## config.mk

```make
export PLATFORM = sky130hd
export DESIGN_NAME = base_vq_drain
export DESIGN_NICKNAME = d
export VERILOG_FILES = /design/src/rtl/base_vq_drain.sv
export SDC_FILE = /design/constraint.sdc
export NUM_CORES = 1
export LEC_CHECK = 0
export CAP_MARGIN = 25
export CORE_MARGIN = 1.5
export CORE_UTILIZATION = 39
export DETAILED_ROUTE_END_ITERATION = 12
export PLACE_DENSITY = 0.53
export REMOVE_ABC_BUFFERS = 1
export SYNTH_ARGS = -nofsm -noshare
export SYNTH_HDL_FRONTEND = slang
export SYNTH_SLANG_ARGS = --single-unit
export TNS_END_PERCENT = 10
```

## constraint.sdc

```tcl
create_clock -name clk -period 5.5 [get_ports clk]
set_clock_uncertainty 0.05 [all_clocks]
set_input_delay 0.825 -clock clk [delete_from_list [all_inputs] [get_ports clk]]
set_output_delay 0.825 -clock clk [all_outputs]
set_load 0.05 [all_outputs]
```

## src/rtl/base_vq_drain.sv

```systemverilog
// base_vq_drain: per-tag event accumulator feeding a deduplicating tag queue.
// Events add into a per-tag saturating counter and post their tag on n_*.
// Tags returned on t_* are drained: the count is read, cleared, and emitted
// on o_* through a one-entry output register. Zero-count drains are dropped.
// Optional feature macro: BASE_VQ_DRAIN_SAT_EN adds a per-tag sticky
// saturation flag and the o_sat output port.
module base_vq_drain #(
    parameter int width  = 4,
    parameter int cwidth = 8
) (
    input  logic              clk,
    input  logic              reset,
    input  logic              ev_v,
    output logic              ev_r,
    input  logic [width-1:0]  ev_tag,
    input  logic [cwidth-1:0] ev_inc,
    output logic              n_v,
    input  logic              n_r,
    output logic [width-1:0]  n_d,
    input  logic              t_v,
    output logic              t_r,
    input  logic [width-1:0]  t_d,
    output logic              o_v,
    input  logic              o_r,
    output logic [width-1:0]  o_tag,
    output logic [cwidth-1:0] o_cnt
`ifdef BASE_VQ_DRAIN_SAT_EN
    ,
    output logic              o_sat
`endif
);

    localparam int depth = 1 << width;

    logic [cwidth-1:0] cnt [depth];
    logic              ev_fire;
    logic              t_fire;
    logic              same_tag;
    logic [cwidth-1:0] drain_cnt;
    logic [cwidth-1:0] ev_base;
    logic [cwidth:0]   ev_sum;
    logic              ev_clamp;
    logic [cwidth-1:0] ev_val;
    logic              emit;

    // Event path is pure wiring: the event and the notify transfer together.
    assign n_v  = ev_v;
    assign n_d  = ev_tag;
    assign ev_r = n_r;

    // The output register can take a new drain whenever it is empty or emptying.
    assign t_r = ~o_v | o_r;

    assign ev_fire   = ev_v & n_r;
    assign t_fire    = t_v & t_r;
    assign same_tag  = t_fire && (t_d == ev_tag);
    assign drain_cnt = cnt[t_d];

    // Compute the saturating update for the event's counter; a same-cycle
    // drain of that tag means the increment lands on a freshly cleared count.
    always_comb begin
        // NOTE: combinational logic uses blocking '=' and assigns every output
        // at the top so no path leaves a value unassigned (which would infer a latch).
        ev_base  = same_tag ? '0 : cnt[ev_tag];
        ev_sum   = {1'b0, ev_base} + {1'b0, ev_inc};
        ev_clamp = ev_sum[cwidth];
        ev_val   = ev_clamp ? '1 : ev_sum[cwidth-1:0];
    end

`ifdef BASE_VQ_DRAIN_SAT_EN
    logic [depth-1:0] sticky;
    logic             ev_sticky_base;

    assign ev_sticky_base = same_tag ? 1'b0 : sticky[ev_tag];
    assign emit           = (drain_cnt != '0) | sticky[t_d];

    // Sticky flag: set when an event clamps, cleared when its tag is drained.
    always_ff @(posedge clk or negedge reset) begin
        if (!reset) begin
            sticky <= '0;
        end else begin
            for (int i = 0; i < depth; i++) begin
                if (ev_fire && ev_tag == width'(i)) begin
                    sticky[i] <= ev_sticky_base | ev_clamp;
                end else if (t_fire && t_d == width'(i)) begin
                    sticky[i] <= 1'b0;
                end
            end
        end
    end
`else
    assign emit = (drain_cnt != '0);
`endif

    // Counter array: event update takes priority since it already folds in a
    // same-tag drain; otherwise a drain clears its counter.
    always_ff @(posedge clk or negedge reset) begin
        if (!reset) begin
            // NOTE: the counters must read zero after reset, so this storage is
            // reset explicitly as registers rather than left as an uninitialised RAM.
            for (int i = 0; i < depth; i++) begin
                cnt[i] <= '0;
            end
        end else begin
            // NOTE: sequential state uses non-blocking '<=' so every register
            // samples the pre-edge values regardless of statement order.
            for (int i = 0; i < depth; i++) begin
                if (ev_fire && ev_tag == width'(i)) begin
                    cnt[i] <= ev_val;
                end else if (t_fire && t_d == width'(i)) begin
                    cnt[i] <= '0;
                end
            end
        end
    end

    // One-entry output register: load on a drain worth emitting, drop when consumed.
    always_ff @(posedge clk or negedge reset) begin
        if (!reset) begin
            o_v   <= 1'b0;
            o_tag <= '0;
            o_cnt <= '0;
`ifdef BASE_VQ_DRAIN_SAT_EN
            o_sat <= 1'b0;
`endif
        end else if (t_fire) begin
            o_v <= emit;
            if (emit) begin
                o_tag <= t_d;
                o_cnt <= drain_cnt;
`ifdef BASE_VQ_DRAIN_SAT_EN
                o_sat <= sticky[t_d];
`endif
            end
        end else if (o_r) begin
            o_v <= 1'b0;
        end
    end

endmodule
```

==> results.md, run 1 <==
- Internal power: 2.76 mW
- Synth Flop Type: dfrtp_1
- Worst path most repeated cell: a21o_1
- Total number of vias: 5843
- Final Slew Violations: 0
- Final wirelength: 24100 um
- Number of DRC markers in iteration 0: 827
- Ys Warns: 0
- Cells after DPL: 936
- Clock latency on the worst-skew pair: 0.44 ns
- Vias in the first global route: 5951
- Initial DRT Pass Iterations: 5
- Period utilization: 0.830
- Family with the most delay on the worst path: compound AO/OA/AOI/OAI gates
- Worst Path Required: 5.75 ns
- Die Span X: 143 um
- Remaining global-route overflow: 0
- # DRC: 0
- CTS root buffer: clkbuf_16
- CTS buffer count: 17
- Final GP Congestion: 0.865
- Crit. End Element: register
- Antenna Cells: 0
- VDD IR max: 0.239 mV
- Clock share of power: 0.270
- Post-synthesis cell type count: 36
- Final setup violation count: 0
- CTS Hold Buffers Added: 0
- Rows: 50
- Full die area: 20300 um^2
- RSZ-0062 raised after global routing: no
- Status: complete, no violations
- Final Core Density: 0.470
- Combinational fraction of design power: 0.369
- Area grow syn2layout: 16.9%
- Slew at the pin closest to its max-slew limit: 1.11 ns
- PortBufs: 41
- IO Pins: 42
- Post-synth EDFFs: 0
- Placed Area: 8290 um^2
- Fin area: 8880 um^2
- Peak Freq: 219 MHz
- Max Root-Sink Buffers: 2
- WS Path Type: in -> reg
- Starting Density: 0.402
- Register bit count reported by yosys: 141
- CP max-delay cell: mux4_2
- Cell Chain, Critical Path: buf_2, buf_4, mux4_2, mux4_2, nor2b_1, fa_1, a21o_1, a21oi_1, o21ai_1, a21o_1, a21o_1, nor2_1, buf_4, o21ai_0
- Pwr Density: 495 nW/um^2
- GRT Total Usage: 0.254
- HPWL after DPL: 16500 um
- Setup_tns: 0 ns
- Startpoint Class: primary input
- Crit path buffers/inverters: 3
- Sequential Power Share: 0.361
- Hold Path Class: in -> async
- NetSw: 1.64 mW
- DRT antenna net count: 0
- Clk slew on worst S/H paths: 0.06 ns
- Vias per cell: 6.04
- Cell taking the most area after synthesis: dfrtp_1
- Non-Filler Instances: 968
- Top cell type's share of synthesized area: 0.464
- Fill count: 1761
- Critical-path maximum fanout: 16
- WL/cell: 24.9 um
- Sequential area share after synthesis: 0.464
- # H-tree levels: 4
- Number of post-CTS setup repair buffers: 0
- CTS tree: done
- WHS: 0.435 ns
- Worst Path Arrival: 4.81 ns
- Initial antenna violation count: 0
- Post_cts resized: 0
- Share of layout cells above drive strength 1: 0.199
- Sw frac: 0.372
- Min cycle time layout: 4.57 ns
- Slew headroom: 0.261
- Pin count of the biggest net entering global routing: 95
- Nets: 726
- Count of final hold-check violations: 0
- Max cap viols: 0
- Pre-CTS setup slack: 0.502 ns
- FFs w/ async S/R, synth: 1.00
- Leak: 3.81 nW
- Global-route wire length before repair: 37100 um
- Synth area leaders: dfrtp_1 46%, mux4_2 21%, nand2_1 6.1%
- Syn Inst Count: 652
- Clock sinks: 141
- Final worst slack: 0.934 ns
- Die height: 143 um
- Core region area: 18900 um^2
- Total Power: 4.40 mW
- Mapped cell area: 7600 um^2
- Mapped Avg Cell Area: 11.7 um^2
- Slowest stage delay, CP: 0.55 ns
-- kinds of logic after synthesis --
family          Yosys count  share of synthesized area
flops                   141                      0.464
mux                      84                      0.236
compound gates          177                      0.141
fa+ha+maj                 9                     0.0158
simple gates            190                      0.105
buf+inv                  42                     0.0275
xor+xnor                  9                     0.0104
-- state kept, by name, indices dropped and copies added, names as in the netlist --
register,flops
o_cnt,8
o_v,1
o_tag,4
cnt,128
-- placed cells by master (no fill, tap or decap), types with 3 or more instances in the layout --
| cell type | synthesis | layout |
|---|---|---|
| clkinv_4 | 0 | 4 |
| o21ai_1 | 83 | 83 |
| mux2_4 | 10 | 10 |
| nor2b_1 | 12 | 12 |
| ha_1 | 8 | 8 |
| a21oi_1 | 22 | 22 |
| clkbuf_16 | 0 | 17 |
| a21o_1 | 4 | 4 |
| a22oi_1 | 17 | 17 |
| o21ai_0 | 15 | 15 |
| xnor2_1 | 7 | 7 |
| nand2b_1 | 4 | 4 |
| clkdlybuf4s50_1 | 0 | 36 |
| clkinv_2 | 0 | 4 |
| nor2_1 | 26 | 26 |
| buf_2 | 5 | 4 |
| dfrtp_1 | 141 | 141 |
| a22o_1 | 32 | 32 |
| mux4_2 | 72 | 72 |
| nand2_1 | 124 | 124 |
| nand3_1 | 5 | 5 |
| nor3_1 | 9 | 9 |
| bufinv_16 | 0 | 3 |
| buf_4 | 6 | 22 |
-- Yosys cell counts, types with 8 or more instances --
cell type / instances
clkbuf_1: 21
nor3_1: 9
nor2b_1: 12
a21oi_1: 22
dfrtp_1: 141
mux4_2: 72
o21ai_1: 83
ha_1: 8
o21ai_0: 15
a22oi_1: 17
nor2_1: 26
mux2_4: 10
nand2_1: 124
a22o_1: 32
-- final timing paths --
kind	slack, ns	to	startpoint	depth (start not counted)
worst max-delay path	0.93	cnt[21]	ev_tag[0]	14
worst min-delay path	0.44	cnt[50]	reset	1
worst max register to register	1.52	cnt[21]	cnt[64]	13
worst min register to register	0.44	o_cnt[1]	o_cnt[1]	1
max in group asynchronous	3.76	cnt[39]	reset	2
min in group clk	0.44	o_cnt[1]	o_cnt[1]	1
-- area by class of cell --
class                   count  area [um^2]  area share
clock buffers              18          429      0.0483
clock inverters            14          169      0.0190
inverters                   3         11.3     0.00127
multi-input cells         469         3860       0.435
flip-flops and latches    141         3530       0.397
well taps                 260          325      0.0366
repair buffers             63          557      0.0627
-- per-layer routing --
layer  part of all wire  global-route usage  up-vias  wire length, um
met1               0.43               0.360     3007            10400
met3              0.076              0.0501       28             1830
li1                   -                   -     2525                -
met2               0.48               0.392      283            11500
met5                  0                   0        -                0
met4              0.017              0.0830        0              409
-- power by group through the flow --
stage,registers [mW],clock network [mW],logic [mW]
3_3_place_gp,1.57,0,1.58
2_1_floorplan,1.67,0,0.891
4_1_cts,1.58,1.20,1.61
6_report,1.59,1.19,1.62
3_5_place_dp,1.60,0,1.60
5_1_grt,1.63,1.25,1.73
No activity file was read; power rests on OpenSTA's default activity.
==> run 2, diff against run 1 <==
==> constraint.sdc (replaced) <==
create_clock -name clk -period 4.8 [get_ports clk]
set_clock_uncertainty 0.05 [all_clocks]
set_input_delay 0.72 -clock clk [delete_from_list [all_inputs] [get_ports clk]]
set_output_delay 0.72 -clock clk [all_outputs]
set_load 0.05 [all_outputs]
==> run 2 against run 1 <==
Compared with the run above: via count down 1.0%; register-to-register slack worse by 0.68 ns; power up 14%; combinational power up 16%; sequential power up 14%.
==> results.md, run 2 (same netlist as run 1, synthesis figures left out) <==
- Status: complete, no violations
- Vias per cell: 5.94 (-1.6%)
- Share of layout cells above drive strength 1: 0.207 (+0.00813)
- Reg with most FFs: cnt
- Leak: 3.85 nW (+1.2%)
- Min cycle time layout: 4.31 ns
- IO Pins: 42 (unchanged)
- Peak Freq: 232 MHz
- CTS buffer count: 17 (unchanged)
- Worst Path Arrival: 4.55 ns (-0.26 ns)
- Worst path most repeated cell: a21o_1
- Period utilization: 0.899
- Crit path buffers/inverters: 3 (unchanged)
- Vias in the first global route: 5923 (-0.47%)
- Pin count of the biggest net entering global routing: 107 (+13%)
- Die height: 143 um (unchanged)
- Critical-path maximum fanout: 16 (unchanged)
- VDD IR max: 0.250 mV (+4.4%)
- Rows: 50 (unchanged)
- CTS Hold Buffers Added: 0 (unchanged)
- Setup_tns: 0 ns (unchanged)
- Number of DRC markers in iteration 0: 553 (-33%)
- Hold Path Class: in -> async
- Slew headroom: 0.303 (+0.0425)
- Starting Density: 0.402 (unchanged)
- Final setup violation count: 0 (unchanged)
- Global-route wire length before repair: 36400 um (-2.0%)
- Cell Chain, Critical Path: buf_2, buf_4, mux4_2, mux4_2, nor2b_1, fa_1, a21o_1, a21oi_1, o21ai_1, a21o_1, a21o_1, nor2_1, buf_12, o21ai_0
- Initial antenna violation count: 0 (unchanged)
- GRT Total Usage: 0.244 (-0.00937)
- Crit. End Element: register
- Clock latency on the worst-skew pair: 0.43 ns (about the same)
- Biggest regs: cnt x128, o_cnt x8, o_tag x4
- Core region area: 18900 um^2 (unchanged)
- Area grow syn2layout: 18.0%
- Cells after DPL: 941 (+0.53%)
- Final wirelength: 23000 um (-4.5%)
- Count of final hold-check violations: 0 (unchanged)
- DRT antenna net count: 0 (unchanged)
- Die Span X: 143 um (unchanged)
- Total number of vias: 5783 (-1.0%)
- Clk slew on worst S/H paths: 0.07 ns (about the same)
- Final Slew Violations: 0 (unchanged)
- HPWL after DPL: 16200 um (-1.5%)
- WS Path Type: in -> reg
- Nets: 732 (+0.83%)
- CP max-delay cell: mux4_2
- Pwr Density: 558 nW/um^2 (+13%)
- Remaining global-route overflow: 0 (unchanged)
- Placed Area: 8360 um^2 (+0.91%)
- Max cap viols: 0 (unchanged)
- CTS root buffer: clkbuf_16
- # H-tree levels: 4 (unchanged)
- Commonest non-fill, non-tap cell in the layout: dfrtp_1
- Worst Path Required: 5.04 ns (-0.71 ns)
- Slew at the pin closest to its max-slew limit: 1.04 ns (-0.0637 ns)
- Initial DRT Pass Iterations: 5 (unchanged)
- Fill count: 1749 (-0.68%)
- CTS tree: done
- PortBufs: 41 (unchanged)
- Family with the most delay on the worst path: compound AO/OA/AOI/OAI gates
- Startpoint Class: primary input
- Max Root-Sink Buffers: 2 (unchanged)
- Final GP Congestion: 0.870 (+0.61%)
- RSZ-0062 raised after global routing: no
- Clock sinks: 141 (unchanged)
- Full die area: 20300 um^2 (unchanged)
- Antenna Cells: 0 (unchanged)
- WL/cell: 23.6 um (-5.1%)
- Most frequent cells in the layout: 141 x dfrtp_1, 124 x nand2_1, 83 x o21ai_1, 72 x mux4_2, 36 x clkdlybuf4s50_1
- Post_cts resized: 0 (unchanged)
- Largest register FFs: 128 (unchanged)
- Number of post-CTS setup repair buffers: 0 (unchanged)
- Non-Filler Instances: 974 (+0.62%)
- Fin area: 8970 um^2 (+0.97%)
- Slowest stage delay, CP: 0.53 ns (-0.02 ns)
- # DRC: 0 (unchanged)
==> run 2: changes by cell type in the layout (fill, tap and decap cells not counted) <==
cell and change:
clkbuf_1 -1, bufinv_16 -2, clkinvlp_4 -1, buf_16 +1, buf_4 +2, clkbuf_8 +2, buf_12 +3, inv_8 +1
clkinv_2 -2, inv_6 +3
==> run 2: metal layers <==
layer | global-route usage | wire [um] | vias to the layer above
li1 | - | - | 2548
met1 | 0.340 | 10100 | 2982
met2 | 0.381 | 11000 | 223
met3 | 0.0596 | 1520 | 30
met4 | 0.0700 | 482 | 0
met5 | 0 | 0 | -
==> run 2: cell type report <==
cell class                      count  area (um^2)  area share
Sequential cell                   141         3530       0.393
Clock buffer                       19          453      0.0505
Timing Repair Buffer               69          659      0.0735
Inverter                            3         11.3     0.00126
Tap cell                          260          325      0.0363
Multi-Input combinational cell    469         3860       0.431
Clock inverter                     13          129      0.0144
==> run 2: path summary, 6_finish.rpt <==
| kind | startpoint | slack (ns) | endpoint | cells after the start |
|---|---|---|---|---|
| hold reg to reg | o_cnt[1] | 0.43 | o_cnt[1] | 1 |
| min in group clk | o_cnt[1] | 0.43 | o_cnt[1] | 1 |
| hold / removal | reset | 0.16 | cnt[35] | 1 |
| setup / recovery | ev_tag[0] | 0.49 | cnt[26] | 14 |
| max in group asynchronous | reset | 3.69 | cnt[53] | 2 |
| setup reg to reg | cnt[64] | 0.84 | cnt[26] | 13 |
==> run 2: power by group <==
part           leakage (nW)  internal (mW)  switching [mW]
registers              1.87           1.55           0.265
clock network         0.287          0.752           0.560
logic                  1.70          0.848            1.04
total                  3.85           3.15            1.86
==> run 2: worst reg2reg max path: cells and delay by family, from the launching register on <==
| kind | cells | cell delay [ns] |
|---|---|---|
| buf+inv | 1 | 0.18 |
| compound gates | 6 | 1.17 |
| mux | 2 | 1.00 |
| fa+ha+maj | 2 | 0.65 |
| simple gates | 2 | 0.38 |
| flops | 1 | 0.39 |
==> run 2: per-stage QoR <==
step | hold WS (ns) | util | power (mW) | setup WS, ns
5_1_grt | 0.180 | 0.475 | 5.27 | 0.271
2_1_floorplan | 0.374 | - | 2.94 | 0.545
3_5_place_dp | 0.425 | 0.443 | 3.69 | 0.0972
6_report | 0.156 | 0.475 | 5.01 | 0.485
3_3_place_gp | 0.426 | 0.443 | 3.65 | 0.143
4_1_cts | 0.440 | 0.473 | 5.01 | 0.491
